[src/rtl/rv32i_decode_stage_pkg.sv]
// Shared RV32I decode types: control-field enums, the decoded record and
// opcode/funct constants used by the decoder and the decode-stage FIFO.
package rv32i_decode_stage_pkg;

    typedef enum logic [4:0] {
        ALU_NOP   = 5'd0,
        ALU_ADD   = 5'd1,
        ALU_SUB   = 5'd2,
        ALU_SLL   = 5'd3,
        ALU_SLT   = 5'd4,
        ALU_SLTU  = 5'd5,
        ALU_XOR   = 5'd6,
        ALU_SRL   = 5'd7,
        ALU_SRA   = 5'd8,
        ALU_OR    = 5'd9,
        ALU_AND   = 5'd10,
        ALU_BEQ   = 5'd11,
        ALU_BNE   = 5'd12,
        ALU_BLT   = 5'd13,
        ALU_BGE   = 5'd14,
        ALU_BLTU  = 5'd15,
        ALU_BGEU  = 5'd16,
        ALU_CSRRW = 5'd17,
        ALU_CSRRS = 5'd18,
        ALU_CSRRC = 5'd19
    } alu_op_e;

    typedef enum logic [2:0] {
        ALU_INPUT1_NONE = 3'd0,
        ALU_INPUT1_RS1  = 3'd1,
        ALU_INPUT1_PC   = 3'd2,
        ALU_INPUT1_CSR  = 3'd3,
        ALU_INPUT1_IMM  = 3'd4
    } alu_input1_type_e;

    // RS1 on input 2 carries the source operand of register-form CSR ops
    typedef enum logic [1:0] {
        ALU_INPUT2_NONE = 2'd0,
        ALU_INPUT2_RS2  = 2'd1,
        ALU_INPUT2_IMM  = 2'd2,
        ALU_INPUT2_RS1  = 2'd3
    } alu_input2_type_e;

    typedef enum logic [2:0] {
        WB_NONE = 3'd0,
        WB_ALU  = 3'd1,
        WB_MEM  = 3'd2,
        WB_PC   = 3'd3,
        WB_CSR  = 3'd4
    } wb_from_e;

    typedef enum logic [1:0] {
        BRANCH_NONE     = 2'd0,
        BRANCH_RELATIVE = 2'd1,
        BRANCH_ABSOLUTE = 2'd2
    } branch_type_e;

    typedef enum logic {
        MEM_LOAD  = 1'b0,
        MEM_STORE = 1'b1
    } mem_op_e;

    typedef enum logic [2:0] {
        IMM_I    = 3'd0,
        IMM_S    = 3'd1,
        IMM_B    = 3'd2,
        IMM_U    = 3'd3,
        IMM_J    = 3'd4,
        IMM_Z    = 3'd5,
        IMM_NONE = 3'd6
    } imm_type_e;

    typedef struct packed {
        logic [31:0]      pc;
        alu_op_e          alu_op;
        alu_input1_type_e alu_in1;
        alu_input2_type_e alu_in2;
        wb_from_e         wb_from;
        branch_type_e     branch;
        logic             mem_en;
        mem_op_e          mem_op;
        logic [2:0]       funct3;
        logic             reg_we;
        logic [4:0]       rd;
        logic [4:0]       rs1;
        logic [4:0]       rs2;
        logic [31:0]      imm;
        logic [11:0]      csr_addr;
        logic             illegal;
    } decoded_inst_s;

    localparam logic [6:0] OPC_LUI    = 7'b0110111;
    localparam logic [6:0] OPC_AUIPC  = 7'b0010111;
    localparam logic [6:0] OPC_JAL    = 7'b1101111;
    localparam logic [6:0] OPC_JALR   = 7'b1100111;
    localparam logic [6:0] OPC_BRANCH = 7'b1100011;
    localparam logic [6:0] OPC_LOAD   = 7'b0000011;
    localparam logic [6:0] OPC_STORE  = 7'b0100011;
    localparam logic [6:0] OPC_OPIMM  = 7'b0010011;
    localparam logic [6:0] OPC_OP     = 7'b0110011;
    localparam logic [6:0] OPC_FENCE  = 7'b0001111;
    localparam logic [6:0] OPC_SYSTEM = 7'b1110011;

    localparam logic [2:0] F3_ADD_SUB = 3'b000;
    localparam logic [2:0] F3_SLL     = 3'b001;
    localparam logic [2:0] F3_SLT     = 3'b010;
    localparam logic [2:0] F3_SLTU    = 3'b011;
    localparam logic [2:0] F3_XOR     = 3'b100;
    localparam logic [2:0] F3_SR      = 3'b101;
    localparam logic [2:0] F3_OR      = 3'b110;
    localparam logic [2:0] F3_AND     = 3'b111;

    localparam logic [2:0] F3_BEQ     = 3'b000;
    localparam logic [2:0] F3_BNE     = 3'b001;
    localparam logic [2:0] F3_BLT     = 3'b100;
    localparam logic [2:0] F3_BGE     = 3'b101;
    localparam logic [2:0] F3_BLTU    = 3'b110;
    localparam logic [2:0] F3_BGEU    = 3'b111;

    localparam logic [6:0] F7_BASE    = 7'b0000000;
    localparam logic [6:0] F7_ALT     = 7'b0100000;

    // Immediate generation for every RV32I format
    function automatic logic [31:0] gen_imm(input imm_type_e t, input logic [31:0] inst);
        logic [31:0] v;
        case (t)
            IMM_I:   v = {{20{inst[31]}}, inst[31:20]};
            IMM_S:   v = {{20{inst[31]}}, inst[31:25], inst[11:7]};
            IMM_B:   v = {{19{inst[31]}}, inst[31], inst[7], inst[30:25], inst[11:8], 1'b0};
            IMM_U:   v = {inst[31:12], 12'b0};
            IMM_J:   v = {{11{inst[31]}}, inst[31], inst[19:12], inst[20], inst[30:21], 1'b0};
            IMM_Z:   v = {27'b0, inst[19:15]};
            default: v = 32'b0;
        endcase
        return v;
    endfunction

endpackage

[src/rtl/rv32i_decode_stage_comb.sv]
// Purely combinational RV32I decoder: raw instruction word -> decoded record.
module rv32i_decode_comb
    import rv32i_decode_stage_pkg::*;
#(
    parameter bit ENABLE_ZICSR = 1'b1,
    parameter bit ENABLE_FENCE = 1'b1
) (
    input  logic [31:0]   i_inst,
    input  logic [31:0]   i_pc,
    output decoded_inst_s o_dec
);

    logic [6:0] w_opcode;
    logic [2:0] w_f3;
    logic [6:0] w_f7;

    assign w_opcode = i_inst[6:0];
    assign w_f3     = i_inst[14:12];
    assign w_f7     = i_inst[31:25];

    alu_op_e          w_alu_op;
    alu_input1_type_e w_in1;
    alu_input2_type_e w_in2;
    wb_from_e         w_wb;
    branch_type_e     w_br;
    logic             w_mem_en;
    mem_op_e          w_mem_op;
    imm_type_e        w_imm_type;
    logic             w_illegal;

    // Classify the opcode and select control fields; anything unmatched is illegal
    always_comb begin
        w_alu_op   = ALU_NOP;
        w_in1      = ALU_INPUT1_NONE;
        w_in2      = ALU_INPUT2_NONE;
        w_wb       = WB_NONE;
        w_br       = BRANCH_NONE;
        w_mem_en   = 1'b0;
        w_mem_op   = MEM_LOAD;
        w_imm_type = IMM_NONE;
        w_illegal  = 1'b0;
        if (i_inst[1:0] != 2'b11) begin
            w_illegal = 1'b1;
        end else begin
            case (w_opcode)
                OPC_LUI: begin
                    w_alu_op = ALU_ADD; w_in1 = ALU_INPUT1_IMM; w_in2 = ALU_INPUT2_NONE;
                    w_wb = WB_ALU; w_imm_type = IMM_U;
                end
                OPC_AUIPC: begin
                    w_alu_op = ALU_ADD; w_in1 = ALU_INPUT1_PC; w_in2 = ALU_INPUT2_IMM;
                    w_wb = WB_ALU; w_imm_type = IMM_U;
                end
                OPC_JAL: begin
                    w_alu_op = ALU_ADD; w_in1 = ALU_INPUT1_PC; w_in2 = ALU_INPUT2_IMM;
                    w_wb = WB_PC; w_br = BRANCH_RELATIVE; w_imm_type = IMM_J;
                end
                OPC_JALR: begin
                    w_alu_op = ALU_ADD; w_in1 = ALU_INPUT1_RS1; w_in2 = ALU_INPUT2_IMM;
                    w_wb = WB_PC; w_br = BRANCH_ABSOLUTE; w_imm_type = IMM_I;
                    w_illegal = (w_f3 != 3'b000);
                end
                OPC_BRANCH: begin
                    w_in1 = ALU_INPUT1_RS1; w_in2 = ALU_INPUT2_RS2;
                    w_br = BRANCH_RELATIVE; w_imm_type = IMM_B;
                    case (w_f3)
                        F3_BEQ:  w_alu_op = ALU_BEQ;
                        F3_BNE:  w_alu_op = ALU_BNE;
                        F3_BLT:  w_alu_op = ALU_BLT;
                        F3_BGE:  w_alu_op = ALU_BGE;
                        F3_BLTU: w_alu_op = ALU_BLTU;
                        F3_BGEU: w_alu_op = ALU_BGEU;
                        default: w_illegal = 1'b1;
                    endcase
                end
                OPC_LOAD: begin
                    w_alu_op = ALU_ADD; w_in1 = ALU_INPUT1_RS1; w_in2 = ALU_INPUT2_IMM;
                    w_wb = WB_MEM; w_mem_en = 1'b1; w_mem_op = MEM_LOAD; w_imm_type = IMM_I;
                    w_illegal = (w_f3 == 3'b011) || (w_f3 == 3'b110) || (w_f3 == 3'b111);
                end
                OPC_STORE: begin
                    w_alu_op = ALU_ADD; w_in1 = ALU_INPUT1_RS1; w_in2 = ALU_INPUT2_IMM;
                    w_mem_en = 1'b1; w_mem_op = MEM_STORE; w_imm_type = IMM_S;
                    w_illegal = (w_f3 > 3'b010);
                end
                OPC_OPIMM: begin
                    w_in1 = ALU_INPUT1_RS1; w_in2 = ALU_INPUT2_IMM;
                    w_wb = WB_ALU; w_imm_type = IMM_I;
                    case (w_f3)
                        F3_ADD_SUB: w_alu_op = ALU_ADD;
                        F3_SLT:     w_alu_op = ALU_SLT;
                        F3_SLTU:    w_alu_op = ALU_SLTU;
                        F3_XOR:     w_alu_op = ALU_XOR;
                        F3_OR:      w_alu_op = ALU_OR;
                        F3_AND:     w_alu_op = ALU_AND;
                        F3_SLL: begin
                            if (w_f7 == F7_BASE) w_alu_op = ALU_SLL;
                            else                 w_illegal = 1'b1;
                        end
                        default: begin
                            if (w_f7 == F7_BASE)     w_alu_op = ALU_SRL;
                            else if (w_f7 == F7_ALT) w_alu_op = ALU_SRA;
                            else                     w_illegal = 1'b1;
                        end
                    endcase
                end
                OPC_OP: begin
                    w_in1 = ALU_INPUT1_RS1; w_in2 = ALU_INPUT2_RS2; w_wb = WB_ALU;
                    if (w_f7 == F7_BASE) begin
                        case (w_f3)
                            F3_ADD_SUB: w_alu_op = ALU_ADD;
                            F3_SLL:     w_alu_op = ALU_SLL;
                            F3_SLT:     w_alu_op = ALU_SLT;
                            F3_SLTU:    w_alu_op = ALU_SLTU;
                            F3_XOR:     w_alu_op = ALU_XOR;
                            F3_SR:      w_alu_op = ALU_SRL;
                            F3_OR:      w_alu_op = ALU_OR;
                            default:    w_alu_op = ALU_AND;
                        endcase
                    end else if (w_f7 == F7_ALT && w_f3 == F3_ADD_SUB) begin
                        w_alu_op = ALU_SUB;
                    end else if (w_f7 == F7_ALT && w_f3 == F3_SR) begin
                        w_alu_op = ALU_SRA;
                    end else begin
                        w_illegal = 1'b1;
                    end
                end
                OPC_FENCE: begin
                    // Fences are treated as no-ops in this in-order pipeline
                    w_illegal = !ENABLE_FENCE;
                end
                OPC_SYSTEM: begin
                    if (w_f3 != 3'b000) begin
                        if (!ENABLE_ZICSR || w_f3[1:0] == 2'b00) begin
                            w_illegal = 1'b1;
                        end else begin
                            w_in1 = ALU_INPUT1_CSR;
                            w_wb  = WB_CSR;
                            w_in2 = w_f3[2] ? ALU_INPUT2_IMM : ALU_INPUT2_RS1;
                            w_imm_type = w_f3[2] ? IMM_Z : IMM_NONE;
                            case (w_f3[1:0])
                                2'b01:   w_alu_op = ALU_CSRRW;
                                2'b10:   w_alu_op = ALU_CSRRS;
                                default: w_alu_op = ALU_CSRRC;
                            endcase
                        end
                    end
                end
                default: w_illegal = 1'b1;
            endcase
        end
    end

    // Assemble the record; illegal words are forced to a harmless bubble
    always_comb begin
        o_dec          = '0;
        o_dec.pc       = i_pc;
        o_dec.funct3   = w_f3;
        o_dec.rd       = i_inst[11:7];
        o_dec.rs1      = i_inst[19:15];
        o_dec.rs2      = i_inst[24:20];
        o_dec.imm      = gen_imm(w_imm_type, i_inst);
        o_dec.csr_addr = i_inst[31:20];
        o_dec.mem_op   = w_mem_op;
        o_dec.illegal  = w_illegal;
        if (!w_illegal) begin
            o_dec.alu_op  = w_alu_op;
            o_dec.alu_in1 = w_in1;
            o_dec.alu_in2 = w_in2;
            o_dec.wb_from = w_wb;
            o_dec.branch  = w_br;
            o_dec.mem_en  = w_mem_en;
            o_dec.reg_we  = (w_wb != WB_NONE) && (i_inst[11:7] != 5'd0);
        end
    end

endmodule

[src/rtl/rv32i_decode_stage.sv]
// RV32I decode stage: combinational decode into a DEPTH-entry FIFO of
// decoded records with valid/ready handshakes on both sides and flush.
module rv32i_decode_stage
    import rv32i_decode_stage_pkg::*;
#(
    parameter int DEPTH        = 2,
    parameter bit ENABLE_ZICSR = 1'b1,
    parameter bit ENABLE_FENCE = 1'b1
) (
    input  logic        clk,
    input  logic        reset,
    input  logic        flush,
    input  logic        in_valid,
    output logic        in_ready,
    input  logic [31:0] in_inst,
    input  logic [31:0] in_pc,
    output logic        out_valid,
    input  logic        out_ready,
    output logic [31:0] out_pc,
    output logic [4:0]  out_alu_op,
    output logic [2:0]  out_alu_in1,
    output logic [1:0]  out_alu_in2,
    output logic [2:0]  out_wb_from,
    output logic [1:0]  out_branch,
    output logic        out_mem_en,
    output logic        out_mem_op,
    output logic [2:0]  out_funct3,
    output logic        out_reg_we,
    output logic [4:0]  out_rd,
    output logic [4:0]  out_rs1,
    output logic [4:0]  out_rs2,
    output logic [31:0] out_imm,
    output logic [11:0] out_csr_addr,
    output logic        out_illegal
);

    localparam int PTR_W = (DEPTH > 1) ? $clog2(DEPTH) : 1;
    localparam int CNT_W = $clog2(DEPTH) + 1;
    localparam logic [CNT_W-1:0] FULL_CNT = CNT_W'(DEPTH);

    decoded_inst_s    w_dec;
    decoded_inst_s    w_head;
    decoded_inst_s    r_mem [DEPTH];
    logic [PTR_W-1:0] r_wr_ptr;
    logic [PTR_W-1:0] r_rd_ptr;
    logic [CNT_W-1:0] r_count;
    logic             w_full;
    logic             w_push;
    logic             w_pop;

    rv32i_decode_comb #(
        .ENABLE_ZICSR (ENABLE_ZICSR),
        .ENABLE_FENCE (ENABLE_FENCE)
    ) u_decode (
        .i_inst (in_inst),
        .i_pc   (in_pc),
        .o_dec  (w_dec)
    );

    assign w_full    = (r_count == FULL_CNT);
    // No pass-through: a full FIFO refuses input even when popping this cycle
    assign in_ready  = !reset && !w_full;
    assign out_valid = !reset && (r_count != '0);
    // Flush discards both the incoming word and any pop this cycle
    assign w_push    = in_valid && in_ready && !flush;
    assign w_pop     = out_valid && out_ready && !flush;

    // Pointer and occupancy tracking; reset beats flush, flush beats push/pop
    always_ff @(posedge clk) begin
        if (reset) begin
            r_wr_ptr <= '0;
            r_rd_ptr <= '0;
            r_count  <= '0;
        end else if (flush) begin
            r_wr_ptr <= '0;
            r_rd_ptr <= '0;
            r_count  <= '0;
        end else begin
            if (w_push) r_wr_ptr <= r_wr_ptr + PTR_W'(1);
            if (w_pop)  r_rd_ptr <= r_rd_ptr + PTR_W'(1);
            r_count <= r_count + CNT_W'(w_push) - CNT_W'(w_pop);
        end
    end

    // Storage for decoded records; only written on an accepted push
    always_ff @(posedge clk) begin
        if (w_push) r_mem[r_wr_ptr] <= w_dec;
    end

    // Zero the head fields whenever no entry is presented
    always_comb begin
        w_head = '0;
        if (out_valid) w_head = r_mem[r_rd_ptr];
    end

    assign out_pc       = w_head.pc;
    assign out_alu_op   = w_head.alu_op;
    assign out_alu_in1  = w_head.alu_in1;
    assign out_alu_in2  = w_head.alu_in2;
    assign out_wb_from  = w_head.wb_from;
    assign out_branch   = w_head.branch;
    assign out_mem_en   = w_head.mem_en;
    assign out_mem_op   = w_head.mem_op;
    assign out_funct3   = w_head.funct3;
    assign out_reg_we   = w_head.reg_we;
    assign out_rd       = w_head.rd;
    assign out_rs1      = w_head.rs1;
    assign out_rs2      = w_head.rs2;
    assign out_imm      = w_head.imm;
    assign out_csr_addr = w_head.csr_addr;
    assign out_illegal  = w_head.illegal;

endmodule
[config.mk]
export PLATFORM = sky130hd
export DESIGN_NAME = rv32i_decode_stage
export DESIGN_NICKNAME = d
export VERILOG_FILES = /design/src/rtl/rv32i_decode_stage_pkg.sv /design/src/rtl/rv32i_decode_stage_comb.sv /design/src/rtl/rv32i_decode_stage.sv
export SDC_FILE = /design/constraint.sdc
export NUM_CORES = 1
export LEC_CHECK = 0
export ABC_CLOCK_PERIOD_IN_PS = 5700
export BUFFER_PORTS_ARGS = -buffer_cell sky130_fd_sc_hd__buf_2
export CAP_MARGIN = 20
export CORE_MARGIN = 4
export CORE_UTILIZATION = 44
export DETAILED_ROUTE_END_ITERATION = 10
export HOLD_SLACK_MARGIN = 0.03
export PLACE_DENSITY_LB_ADDON = 0.3
export SLEW_MARGIN = 20
export SYNTH_ARGS = -nofsm -noshare
export SYNTH_HDL_FRONTEND = slang
export SYNTH_SLANG_ARGS = --single-unit
[constraint.sdc]
create_clock -name clk -period 5.7 [get_ports clk]
set_input_delay 0.285 -clock clk [delete_from_list [all_inputs] [get_ports clk]]
set_output_delay 0.285 -clock clk [all_outputs]
set_load 0.02 [all_outputs]
==> results of run 1 <==
## metal layers
layer,GRT usage [%],vias to the layer above
li1,-,3046
met1,23.8,3015
met2,28.5,234
met3,2.63,33
met4,3.88,0
met5,0,-
## worst max-delay path: stages (launching register included)
cell	delay [ns]
sky130_fd_sc_hd__dfxtp_4	0.79
sky130_fd_sc_hd__buf_4	0.68
sky130_fd_sc_hd__mux2i_1	0.33
sky130_fd_sc_hd__nor2_1	0.08
sky130_fd_sc_hd__buf_2	0.18
## kinds of logic (layout without fill, tap and decap cells)
| family | Yosys count | count (layout) | synth area share (%) |
|---|---|---|---|
| xor gates and xnor gates | 6 | 6 | 0.542 |
| buffers and inverters | 54 | 284 | 2.84 |
| and+or+nand+nor | 240 | 240 | 11.7 |
| muxes | 109 | 109 | 11.2 |
| AOI/OAI and AO/OA | 75 | 75 | 5.55 |
| adders and majority gates | 2 | 2 | 0.258 |
| DFF | 221 | 221 | 67.9 |
## sequential cells by signal, indices dropped and copies added (netlist names), named ones only
register,count
r_rd_ptr,1
r_wr_ptr,1
r_mem,216
r_count,2
## repair_timing
action | CTS | global route
hold buffers | 43 | 0
resized for setup | 0 | 0
endpoints found under the hold margin | 84 | 0
## power by group through the flow
| stage | Combinational, mW | Clock, mW | Sequential, mW |
|---|---|---|---|
| after floorplan | 0.0888 | 0 | 1.84 |
| after global placement | 0.153 | 0 | 1.84 |
| after detailed placement | 0.155 | 0 | 1.84 |
| after CTS | 0.179 | 1.44 | 1.80 |
| after global routing | 0.195 | 1.51 | 1.81 |
| final | 0.179 | 1.41 | 1.80 |
## cells in the mapped netlist (7+ instances only)
cell	instances	area share (%)
sky130_fd_sc_hd__nor3_1	11	0.57
sky130_fd_sc_hd__a21oi_1	13	0.67
sky130_fd_sc_hd__and2_1	9	0.58
sky130_fd_sc_hd__clkbuf_1	26	1.0
sky130_fd_sc_hd__nand3_1	9	0.46
sky130_fd_sc_hd__edfxtp_1	216	67
sky130_fd_sc_hd__inv_1	7	0.27
sky130_fd_sc_hd__mux2i_1	109	11
sky130_fd_sc_hd__a21o_1	11	0.85
sky130_fd_sc_hd__nand2_1	41	1.6
sky130_fd_sc_hd__nor2_1	133	5.1
sky130_fd_sc_hd__buf_2	7	0.36
sky130_fd_sc_hd__buf_4	9	0.70
sky130_fd_sc_hd__o21ai_0	15	0.77
## layout make-up
type | count | area [um2]
Clock buffer | 29 | 619
Clock inverter | 14 | 98.8
Fill cell | 1811 | 9810
Inverter | 7 | 26.3
Multi-Input combinational cell | 432 | 2860
Sequential cell | 221 | 6590
Tap cell | 280 | 350
Timing Repair Buffer | 234 | 1410
## how the worst max path moves through the flow
stage	start	endpoint
2_1_floorplan	r_count[0]	r_mem[0][0]
3_3_place_gp	register	out_imm[6]
3_5_place_dp	register	out_csr_addr[9]
4_1_cts	register	out_csr_addr[9]
5_1_grt	register	out_csr_addr[7]
6_report	register	out_csr_addr[9]
==> reports/results.txt, run 1 <==
run status = complete, no violations
buffers added on ports = 183
total count of max-transition violations in the final report = 0
overall track demand over capacity in global routing = 17.1%
EDFF count, synth = 216
maximum number of pins on one net before global-route repair = 69
leakage power of the design = 4.39 nW
HP Class = in -> reg
final worst path period share = 50.5%
CTS clk-pin slew, worst paths = 0.06 ns
cell depth of the worst hold path = 1
gp weighted congestion = 0.916
Vias per Instance = 5.20
class of the most critical setup path = reg -> out
Initial Util = 44.6%
Final Power = 3.39 mW
max-slew headroom at the worst pin = 37.3%
flop and latch count out of synthesis = 221
CTS Buf Count = 24
Net Switching = 0.706 mW
hold violation total from the final report = 0
worst-case hold slack = 0.0448 ns
Yosys warnings = 0
fmax = 347 MHz
Worst-Margin Slew = 0.940 ns
reg-to-reg endpoint = r_count[1]
synthesized netlist cell count = 707
Routed met2 length = 10500 um
TritonCTS clock tree = built
most common cell after layout, fill and taps aside = sky130_fd_sc_hd__edfxtp_1
kind of start point of the critical path = register
sequential cell fraction of total power = 53.2%
core area = 21800 um2
CP Data Arrival Time = 2.59 ns
clk_lat worst skew = 0.51 ns
Synth Flop Type = sky130_fd_sc_hd__edfxtp_1
synthesized area = 9700 um2
Worst Setup Slack post-DPL = 3.30 ns
number of DRC markers after the initial detailed-route iteration = 464
R2R Setup Slk = 3.34 ns
net count after synthesis = 778
total number of H-tree levels = 1
via count of the first global-routing pass = 5975
Die Outline Area = 24500 um2
clock root buffer = sky130_fd_sc_hd__clkbuf_16
std cell rows = 54
final wirelength = 22000 um
max-cap check violation count = 0
switching share of power = 20.8%
Max Clock Skew = 0.0125 ns
maximum net fanout on the critical path = 40
Die Ht = 156 um
area growth from synthesis to layout = 23.2%
Final Net Count = 991
Crit Reg-Reg Startpoint = r_count[0]
number of top-level pins = 184
die boundary width = 156 um
part of the power in combinational logic = 5.3%
final instance count without filler cells = 1217
share of the yosys chip area belonging to registers = 67.9%
final setup vio count = 0
commonest cells after routing, fill and taps aside = sky130_fd_sc_hd__edfxtp_1 (216), sky130_fd_sc_hd__buf_2 (183), sky130_fd_sc_hd__nor2_1 (131), sky130_fd_sc_hd__mux2i_1 (109), sky130_fd_sc_hd__dlygate4sd3_1 (43)
highest signal layer in the routed design = met4
summed negative setup slack over all endpoints = 0 ns
Max rail drop VDD = 193 uV
per-instance average area after synthesis = 13.7 um2
initial antenna violation count = 0
area after detailed placement = 10800 um2
maximum number of buffers from clock root to sink = 3
unrepaired setup endpoints after global routing = false
routed metal-1 wirelength = 9520 um
number of antenna-violating nets in the routed design = 0
Hold Startpoint = in_inst[25]
half-perimeter wire length of the detailed placement result = 14200 um
worst-case setup margin in the final layout = 2.82 ns
final non-filler cell area = 11900 um2
Power Internal = 2.68 mW
first-pass GRT wire length = 33000 um
share of final-layout standard cells stronger than drive strength 1 = 25.7%
number of sinks on the clock net = 221
number of diodes = 0
asr flop ratio synth = 0%
element type at the critical path end = output pin
number of optimization iterations in the first detailed-route pass = 5
post-layout minimum cycle time = 2.88 ns
count of vias placed by the detailed router = 6328
routed wire length on met3 = 1480 um
drt wl/cell = 18.0 um
Reg2Reg Depth = 9
critical path required time = 5.41 ns
final cell utilization of the core = 54.9%
buffer count from post-CTS setup fixing = 0
total power per unit cell area = 284 nW/um2
clock group share of total power = 41.5%
Hold Path End = r_mem[0][6]
DRC errors left = 0
grt total ovfl = 0
number of placed instances, taps included = 1131
count of different cell masters after synthesis = 63
(Power assumes the default switching activity.)
==> run 2: changes to the inputs <==
--- a/config.mk
+++ b/config.mk
@@ -5,7 +5,7 @@
 export SDC_FILE = /design/constraint.sdc
 export NUM_CORES = 1
 export LEC_CHECK = 0
-export ABC_CLOCK_PERIOD_IN_PS = 5700
+export ABC_CLOCK_PERIOD_IN_PS = 3000
 export BUFFER_PORTS_ARGS = -buffer_cell sky130_fd_sc_hd__buf_2
 export CAP_MARGIN = 20
 export CORE_MARGIN = 4
==> constraint.sdc (replaced) <==
create_clock -name clk -period 3 [get_ports clk]
set_input_delay 0.15 -clock clk [delete_from_list [all_inputs] [get_ports clk]]
set_output_delay 0.15 -clock clk [all_outputs]
set_load 0.02 [all_outputs]
==> run 2 against run 1 <==
  * Wire length grew 4.7%
  * Critical path type unchanged
  * Flip-flop and latch count is the same
  * Hold slack gained 0.013 ns
  * Critical endpoint is now out_rs2[1]
==> reports/results.txt, run 2 (synthesis results as in run 1) <==
run status = complete, no violations
critical path, cell by cell = nor2_1 > or2_4 > buf_4 > nor2_1 > buf_2
number of top-level pins = 184
total count of max-transition violations in the final report = 0
leakage power of the design = 4.48 nW
crit-path leading delay family = simple AND/OR/NAND/NOR gates
number of DRC markers after the initial detailed-route iteration = 470
Worst Setup Slack post-DPL = 0.707 ns
maximum number of buffers from clock root to sink = 3
HP Class = in -> reg
count of buffer and inverter cells on the critical path = 2
Initial Util = 44.6%
number of diodes = 0
area growth from synthesis to layout = 25.3%
registers with the most flip-flops = r_mem: 216 flops, r_count: 2 flops
number of sinks on the clock net = 221
Hold Startpoint = in_inst[30]
maximum net fanout on the critical path = 47
overall track demand over capacity in global routing = 18.3%
Max rail drop VDD = 416 uV
TritonCTS clock tree = built
R2R Setup Slk = 1.14 ns
slowest cell delay on critical path = 0.52 ns
Top cell by count, worst path = sky130_fd_sc_hd__nor2_1
Die Ht = 156 um
final instance count without filler cells = 1234
fmax = 441 MHz
CP Data Arrival Time = 2.12 ns
gp weighted congestion = 0.893
Largest register FFs = 216
commonest cells after routing, fill and taps aside = sky130_fd_sc_hd__edfxtp_1 (216), sky130_fd_sc_hd__buf_2 (183), sky130_fd_sc_hd__nor2_1 (131), sky130_fd_sc_hd__mux2i_1 (109), sky130_fd_sc_hd__dlygate4sd3_1 (56)
initial antenna violation count = 0
Max Clock Skew = 0.00885 ns
element type at the critical path end = output pin
max-cap check violation count = 0
final wirelength = 23000 um
die boundary width = 156 um
buffers added on ports = 183
post-layout minimum cycle time = 2.27 ns
critical path required time = 2.85 ns
kind of start point of the critical path = register
number of placed instances, taps included = 1135
via count of the first global-routing pass = 6394
area after detailed placement = 10900 um2
Crit Reg-Reg Startpoint = r_count[0]
drt wl/cell = 18.6 um
max-slew headroom at the worst pin = 46.6%
clk_lat worst skew = 0.50 ns
Final Net Count = 1008
maximum number of pins on one net before global-route repair = 69
highest-delay cell along the critical path = sky130_fd_sc_hd__or2_4
number of optimization iterations in the first detailed-route pass = 5
most common cell after layout, fill and taps aside = sky130_fd_sc_hd__edfxtp_1
critical path launch point = r_count[1]
Vias per Instance = 5.19
number of antenna-violating nets in the routed design = 0
Worst-Margin Slew = 0.797 ns
total number of H-tree levels = 1
Die Outline Area = 24500 um2
count of vias placed by the detailed router = 6407
summed negative setup slack over all endpoints = 0 ns
final cell utilization of the core = 55.9%
DRC errors left = 0
final setup vio count = 0
class of the most critical setup path = reg -> out
worst-case setup margin in the final layout = 0.734 ns
core area = 21800 um2
std cell rows = 54
most flop-heavy register = r_mem
buffer count from post-CTS setup fixing = 0
final worst path period share = 75.5%
share of final-layout standard cells stronger than drive strength 1 = 25.8%
CTS clk-pin slew, worst paths = 0.06 ns
grt total ovfl = 0
hold violation total from the final report = 0
clock root buffer = sky130_fd_sc_hd__clkbuf_16
final non-filler cell area = 12200 um2
total power per unit cell area = 533 nW/um2
Final Power = 6.48 mW
unrepaired setup endpoints after global routing = false
worst-case hold slack = 0.0574 ns
half-perimeter wire length of the detailed placement result = 14800 um
first-pass GRT wire length = 35200 um
CTS Buf Count = 24
## run 2: cell count changes in the layout (fill, tap and decap cells not counted)
cell and change:
sky130_fd_sc_hd__clkinv_1 +1, sky130_fd_sc_hd__inv_6 -1, sky130_fd_sc_hd__clkbuf_16 +1, sky130_fd_sc_hd__clkinv_2 +1, sky130_fd_sc_hd__clkbuf_1 -2, sky130_fd_sc_hd__clkinv_4 +1
sky130_fd_sc_hd__buf_12 +3, sky130_fd_sc_hd__buf_4 +1, sky130_fd_sc_hd__clkinv_8 -1, sky130_fd_sc_hd__dlygate4sd3_1 +13
## run 2: timing repair
item	CTS	global route
hold buffers	56	0
endpoints found under the hold margin	130	0
gates resized for setup	0	0
## run 2: path summary, 6_finish.rpt
path | to | depth (start not counted)
worst max-delay path | out_rs2[1] | 5
worst min-delay path | r_mem[1][11] | 1
worst max register to register | r_mem[1][23] | 4
worst min register to register | r_rd_ptr | 2
## run 2: power breakdown
group / internal (mW) / switching (mW) / total, mW
Clock: 1.59 / 1.10 / 2.69
Combinational: 0.143 / 0.216 / 0.359
Sequential: 3.42 / 0.00918 / 3.43
## run 2: area by class of cell
class	instances	area, um2
inverters	7	26.3
clock buffers	28	637
multi-input cells	432	2860
clock inverters	15	91.3
well taps	280	350
repair buffers	251	1600
fillers	1813	9600
flip-flops and latches	221	6590
## run 2: per-layer routing
metal  up-vias  track usage [%]  share of wire (%)
met5         -                0                  0
met4         0             4.21                1.5
met3        30             3.07                7.1
met2       230             30.8                 49
met1      3069             25.0                 43
li1       3078                -                  -
